`src/rtl/pipe_pkg.sv`:
```
// pipe_pkg: occupancy encoding and control-bit indices shared by pipeline stages,
// the decoder and the hazard unit.
package pipe_pkg;

    typedef enum logic [1:0] {
        OCC_EMPTY = 2'd0,
        OCC_ONE   = 2'd1,
        OCC_FULL  = 2'd2
    } occ_t;

    localparam int CTRL_MR         = 0;
    localparam int CTRL_MW         = 1;
    localparam int CTRL_REGWE      = 2;
    localparam int CTRL_BEQ        = 3;
    localparam int CTRL_BNE        = 4;
    localparam int CTRL_JAL        = 5;
    localparam int CTRL_JALR       = 6;
    localparam int CTRL_ALU_OP_LSB = 7;
    localparam int CTRL_ALU_OP_W   = 4;

endpackage

```
`src/rtl/pipe_skid_buf.sv`:
```
// pipe_skid_buf: 2-entry head/skid storage with occupancy FSM; in_ready comes from a register
// so downstream back-pressure never chains combinationally into the upstream stage.
import pipe_pkg::*;

module pipe_skid_buf #(
    parameter int unsigned DATA_W    = 32,
    parameter int unsigned CTRL_W    = 16,
    parameter bit          ZERO_DATA = 1
) (
    input  logic              clk,
    input  logic              rst_n,
    input  logic              flush,
    input  logic              stall,
    input  logic              in_valid,
    output logic              in_ready,
    input  logic [CTRL_W-1:0] in_ctrl,
    input  logic [DATA_W-1:0] in_data,
    output logic              out_valid,
    input  logic              out_ready,
    output logic [CTRL_W-1:0] out_ctrl,
    output logic [DATA_W-1:0] out_data,
    output logic [1:0]        occupancy
);

    occ_t              occ_q, occ_d;
    logic              rdy_q, in_fire, out_fire, load_head, promote, drain, load_skid;
    logic [CTRL_W-1:0] head_ctrl, skid_ctrl;
    logic [DATA_W-1:0] head_data, skid_data;

    assign in_ready  = rdy_q & !stall;
    assign in_fire   = in_valid & in_ready;
    assign out_fire  = (occ_q != OCC_EMPTY) & out_ready & !stall;
    assign load_head = in_fire & ((occ_q == OCC_EMPTY) | out_fire);
    assign promote   = out_fire & (occ_q == OCC_FULL);
    assign drain     = out_fire & !in_fire & (occ_q == OCC_ONE);
    assign load_skid = in_fire & !out_fire & (occ_q == OCC_ONE);

    always_comb begin
        occ_d = load_skid ? OCC_FULL : drain ? OCC_EMPTY : (promote | load_head) ? OCC_ONE : occ_q;
    end

    always_ff @(posedge clk or negedge rst_n) begin
        if (!rst_n) begin
            occ_q     <= OCC_EMPTY;
            rdy_q     <= 1'b0;
            head_ctrl <= '0;
            skid_ctrl <= '0;
            head_data <= '0;
            skid_data <= '0;
        end else if (flush) begin
            occ_q     <= OCC_EMPTY;
            rdy_q     <= 1'b1;
            head_ctrl <= '0;
            skid_ctrl <= '0;
            if (ZERO_DATA) begin
                head_data <= '0;
                skid_data <= '0;
            end
        end else begin
            occ_q <= occ_d;
            rdy_q <= occ_d != OCC_FULL;
            if (load_head) begin
                head_ctrl <= in_ctrl;
                head_data <= in_data;
            end else if (promote) begin
                head_ctrl <= skid_ctrl;
                head_data <= skid_data;
            end else if (drain) begin
                head_ctrl <= '0;
            end
            if (load_skid) begin
                skid_ctrl <= in_ctrl;
                skid_data <= in_data;
            end else if (promote) begin
                skid_ctrl <= '0;
            end
        end
    end

    assign out_valid = occ_q != OCC_EMPTY;
    assign out_ctrl  = head_ctrl;
    assign out_data  = head_data;
    assign occupancy = occ_q;

endmodule

```
`src/rtl/pipe_stage_reg.sv`:
```
// pipe_stage_reg: parametrised inter-stage pipeline register with valid/ready handshake,
// stall, flush and an optional 2-entry skid buffer.
import pipe_pkg::*;

module pipe_stage_reg #(
    parameter int unsigned DATA_W    = 32,
    parameter int unsigned CTRL_W    = 16,
    parameter bit          SKID      = 0,
    parameter bit          ZERO_DATA = 1
) (
    input  logic              clk,
    input  logic              rst_n,
    input  logic              flush,
    input  logic              stall,
    input  logic              in_valid,
    output logic              in_ready,
    input  logic [CTRL_W-1:0] in_ctrl,
    input  logic [DATA_W-1:0] in_data,
    output logic              out_valid,
    input  logic              out_ready,
    output logic [CTRL_W-1:0] out_ctrl,
    output logic [DATA_W-1:0] out_data,
    output logic [1:0]        occupancy
);

    if (SKID) begin : g_skid
        pipe_skid_buf #(
            .DATA_W    (DATA_W),
            .CTRL_W    (CTRL_W),
            .ZERO_DATA (ZERO_DATA)
        ) u_skid (
            .clk       (clk),
            .rst_n     (rst_n),
            .flush     (flush),
            .stall     (stall),
            .in_valid  (in_valid),
            .in_ready  (in_ready),
            .in_ctrl   (in_ctrl),
            .in_data   (in_data),
            .out_valid (out_valid),
            .out_ready (out_ready),
            .out_ctrl  (out_ctrl),
            .out_data  (out_data),
            .occupancy (occupancy)
        );
    end else begin : g_reg
        logic              alive_q, valid_q, in_fire, out_fire;
        logic [CTRL_W-1:0] ctrl_q;
        logic [DATA_W-1:0] data_q;

        // alive_q keeps in_ready low through reset and until the first edge after release
        assign in_ready = alive_q & !stall & (!valid_q | out_ready);
        assign in_fire  = in_valid & in_ready;
        assign out_fire = valid_q & out_ready & !stall;

        always_ff @(posedge clk or negedge rst_n) begin
            if (!rst_n) begin
                alive_q <= 1'b0;
                valid_q <= 1'b0;
                ctrl_q  <= '0;
                data_q  <= '0;
            end else if (flush) begin
                alive_q <= 1'b1;
                valid_q <= 1'b0;
                ctrl_q  <= '0;
                if (ZERO_DATA) data_q <= '0;
            end else begin
                alive_q <= 1'b1;
                if (in_fire) begin
                    valid_q <= 1'b1;
                    ctrl_q  <= in_ctrl;
                    data_q  <= in_data;
                end else if (out_fire) begin
                    valid_q <= 1'b0;
                    ctrl_q  <= '0;
                end
            end
        end

        assign out_valid = valid_q;
        assign out_ctrl  = ctrl_q;
        assign out_data  = data_q;
        assign occupancy = valid_q ? OCC_ONE : OCC_EMPTY;
    end

endmodule

```
`config.mk`:
```
export PLATFORM = sky130hd
export DESIGN_NAME = pipe_stage_reg
export DESIGN_NICKNAME = d
export VERILOG_FILES = /design/src/rtl/pipe_pkg.sv /design/src/rtl/pipe_skid_buf.sv /design/src/rtl/pipe_stage_reg.sv
export SDC_FILE = /design/constraint.sdc
export NUM_CORES = 1
export LEC_CHECK = 0
export CELL_PAD_IN_SITES_DETAIL_PLACEMENT = 1
export CELL_PAD_IN_SITES_GLOBAL_PLACEMENT = 1
export CORE_MARGIN = 2
export CORE_UTILIZATION = 23
export DETAILED_ROUTE_END_ITERATION = 8
export PLACE_DENSITY_LB_ADDON = 0.1
export SETUP_SLACK_MARGIN = 0.1
export SYNTH_ARGS = -nofsm -noshare
export SYNTH_HDL_FRONTEND = slang
export SYNTH_HIERARCHICAL = 1
export SYNTH_SLANG_ARGS = --single-unit
```
`constraint.sdc`:
```
create_clock -name clk -period 3.16 [get_ports clk]
set_input_delay 0.316 -clock clk [delete_from_list [all_inputs] [get_ports clk]]
set_output_delay 0.316 -clock clk [all_outputs]
set_load 0.05 [all_outputs]
```
==> results.tsv <==
stage	metric	value	unit
critical_path	cell breakdown of the critical path	clkdlybuf4s50_1, and2b_1, nor2_1, clkdlybuf4s50_1	
timing	hold slack	0.2168	ns
timing	setup ws final	0.8940	ns
critical_path	Buf/Inv on CP	2	
global_route	busiest grt layer	met2	
clock_tree	# resized after CTS	0	
critical_path	worst-path fanout max	3	
drt	vias	1466	
timing	Final Skew	0.006354	ns
drt	DR WL/cell	16.65	microns
placement	final RePlAce weighted congestion	0.6594	
drt	First-pass DRT Iterations	4	
drt	post-route ant nets	0	
yosys	top-area cell type share of the netlist area	67.75	%
finish	layout cells sized above 1	5.357	%
critical_path	crit-path max cell delay	0.81	ns
yosys	sequential share of the synthesized area	67.75	%
clock_tree	hold buffers post-CTS	0	
yosys	Mapped Nets	176	
global_route	GRT met1 Usage	14.96	%
placement	Post-DP HPWL	3.825	mm
clock_tree	Sink Count	50	
clock_tree	CTS tree	yes	
timing	final setup vio count	0	
worst_hold_path	worst hold path class	in -> async	
drt	number of remaining DRC errors	0	
critical_path	most frequent CP cell	clkdlybuf4s50_1	
yosys	Post-Syn Area	0.001847	sq mm
global_route	largest net degree at the start of global routing	51	
outcome	status	complete, no violations	
yosys	largest area contributor in the netlist	dfrtp_1	
global_route	antenna violations before repair	0	
flow_run	maxcap violations	0	
finish	number of diodes	0	
clock_tree	CTS root buffer	clkbuf_8	
yosys	post-synthesis instance total	122	
power_and_ir_drop	VDD IR-drop max	0.1402	mV
die	Std-Cell Rows	32	
critical_path	Data required, critical path	2.84	ns
global_route	global-route wire length before repair	8.631	mm
clock_tree	worst-skew pair later-pin latency	0.30	ns
timing	Final period util	71.71	%
die	die area	0.008762	sq mm
timing	worst slew pin tran	1.093	ns
timing	final hold violation count	0	
yosys	ranking of synthesized cells by area	dfrtp_1 68%, a22o_1 23%, buf_2 1.9%, buf_4 1.2%, buf_6 1.2%	
timing	fin crit period	2.266	ns
clock_tree	CTS max path bufs	2	
global_route	GR Overflow Total	0	
critical_path	Setup CP Type	in -> out	
placement	Placed Area	0.002945	sq mm
critical_path	Worst path top cell family by delay	buffers and inverters	
finish	Final #Nets	277	
die	Starting Density	23.78	%
placement	placed cells	318	
critical_path	CP Depth	4	
die	Die H	93.61	microns
yosys	Yosys reg bits	50	
timing	Fmax	441.3	MHz
die	Die X	93.61	microns
critical_path	crit path capture type	output pin	
power_and_ir_drop	Leakage	1.338	nW
die	area of the core	0.007767	sq mm
finish	fill count	847	
timing	fin. max-slew vios	0	
timing	RSZ-0062 raised after global routing	no	
critical_path	Startpoint Class	primary input	
global_route	GR Layer Usage met2	23.02	%
global_route	grt met3 use	4.190	%
global_route	vias in the first global route	1679	
drt	DRT iter0 DRCs	47	
finish	non-filler cells, final	326	
yosys	library cells used by synthesis	15	
global_route	Tot GR Track Use	12.92	%
clock_tree	post-CTS setup buffer count	0	
clock_tree	H-tree depth	2	
finish	post-synthesis to final-layout area growth	64.43	%
critical_path	Crit path arrival time	1.95	ns
timing	Rel. slew slack	27.14	%
placement	IO buf count	104	
power_and_ir_drop	Power Dens Cells	431.3	mW/mm^2
die	# IOs	106	
clock_tree	total CTS buffers	5	
placement	worst slack, placed	0.8802	ns
clock_tree	clk slew on worst S/H paths	0.08	ns
drt	drt total wl	5.428	mm
finish	design area	0.003037	sq mm
yosys	Ys Warns	6	
critical_path	CP max stage cell	clkdlybuf4s50_1	
timing	Setup TNS Final	0	ns
yosys	average size of a mapped cell	15.14	sq um
critical_path	R2R cell count	4	
drt	via-per-instance ratio	4.497	
-- cells in the mapped netlist --
| library cell | n |
|---|---|
| a21o_1 | 1 |
| a22o_1 | 48 |
| and2b_1 | 1 |
| buf_2 | 7 |
| buf_4 | 3 |
| buf_6 | 2 |
| conb_1 | 2 |
| dfrtp_1 | 50 |
| inv_1 | 2 |
| nand2b_4 | 1 |
| nand3b_1 | 1 |
| nor2_1 | 1 |
| nor4_4 | 1 |
| o311a_1 | 1 |
| o31a_1 | 1 |
-- cell usage in the layout, fill, tap and decap left out --
cell,n
a22o_1,48
nand2b_4,1
clkbuf_1,1
buf_4,2
a21o_1,1
clkdlybuf4s50_1,103
clkinv_2,1
clkbuf_8,6
o31a_1,1
o311a_1,1
nor2_1,1
and2b_1,1
inv_1,2
conb_1,2
buf_2,1
dfrtp_1,50
nand3b_1,1
nor4_4,1
-- logic make-up (layout without fill, tap and decap cells) --
kind of cell | Yosys count | after routing | share of synthesized area, %
other | 2 | 2 | 0.4067
flip-flops | 50 | 50 | 67.75
AND/OR/NAND/NOR | 5 | 5 | 2.913
buffers and inverters | 14 | 116 | 4.742
AO/OA/AOI/OAI | 51 | 51 | 24.19
-- worst paths after layout --
kind / from / to / slack [ns]
max in group asynchronous: rst_n / out_data[25] / 2.27
min in group clk: out_ctrl[12] / out_ctrl[12] / 0.51
min reg2reg: out_ctrl[12] / out_ctrl[12] / 0.51
max reg2reg: out_valid / out_ctrl[11] / 1.52
max: out_ready / in_ready / 0.89
min: rst_n / out_ctrl[9] / 0.22
-- per-stage QoR --
stage / utilization, % / total power [W]
2_1_floorplan: - / 0.0008125
3_3_place_gp: 37.92 / 0.0009415
3_5_place_dp: 37.92 / 0.0009468
4_1_cts: 39.09 / 0.001332
5_1_grt: 39.09 / 0.001378
6_report: 39.09 / 0.001310
-- sequential cells by signal, indices dropped and copies added, names as in the netlist --
name / cells
g_reg.alive_q: 1
out_data: 32
out_valid: 1
out_ctrl: 16
-- per-layer routing --
metal / routed length, microns / share of wire, %
met2: 2858 / 53
met4: 57 / 1.1
met1: 2196 / 40
met5: 0 / 0
met3: 316 / 5.8
-- worst register-to-register path, delay by kind of cell, from the launching register on --
family | cells | cell delay (ns)
DFF | 1 | 0.45
AOI/OAI and AO/OA | 1 | 0.29
and+or+nand+nor | 2 | 0.37
buffers and inverters | 1 | 0.47
-- cell type report --
cell class,count,area (sq um),share of cell area (%)
inverters,2,7.507,0.2472
repair buffers,106,1051,34.61
clock inverters,1,5.005,0.1648
multi-input cells,58,508.0,16.73
flip-flops and latches,50,1251,41.20
well taps,102,127.6,4.203
clock buffers,7,86.33,2.843
-- report_power, final --
| group | leakage (nW) | switching (W) | internal [W] |
|---|---|---|---|
| sequential | 0.686 | 0.0000136 | 0.000660 |
| clock | 0.0482 | 0.000202 | 0.000177 |
| combinational | 0.604 | 0.000143 | 0.000114 |
Note: power is estimated with default switching activity, not from simulation.
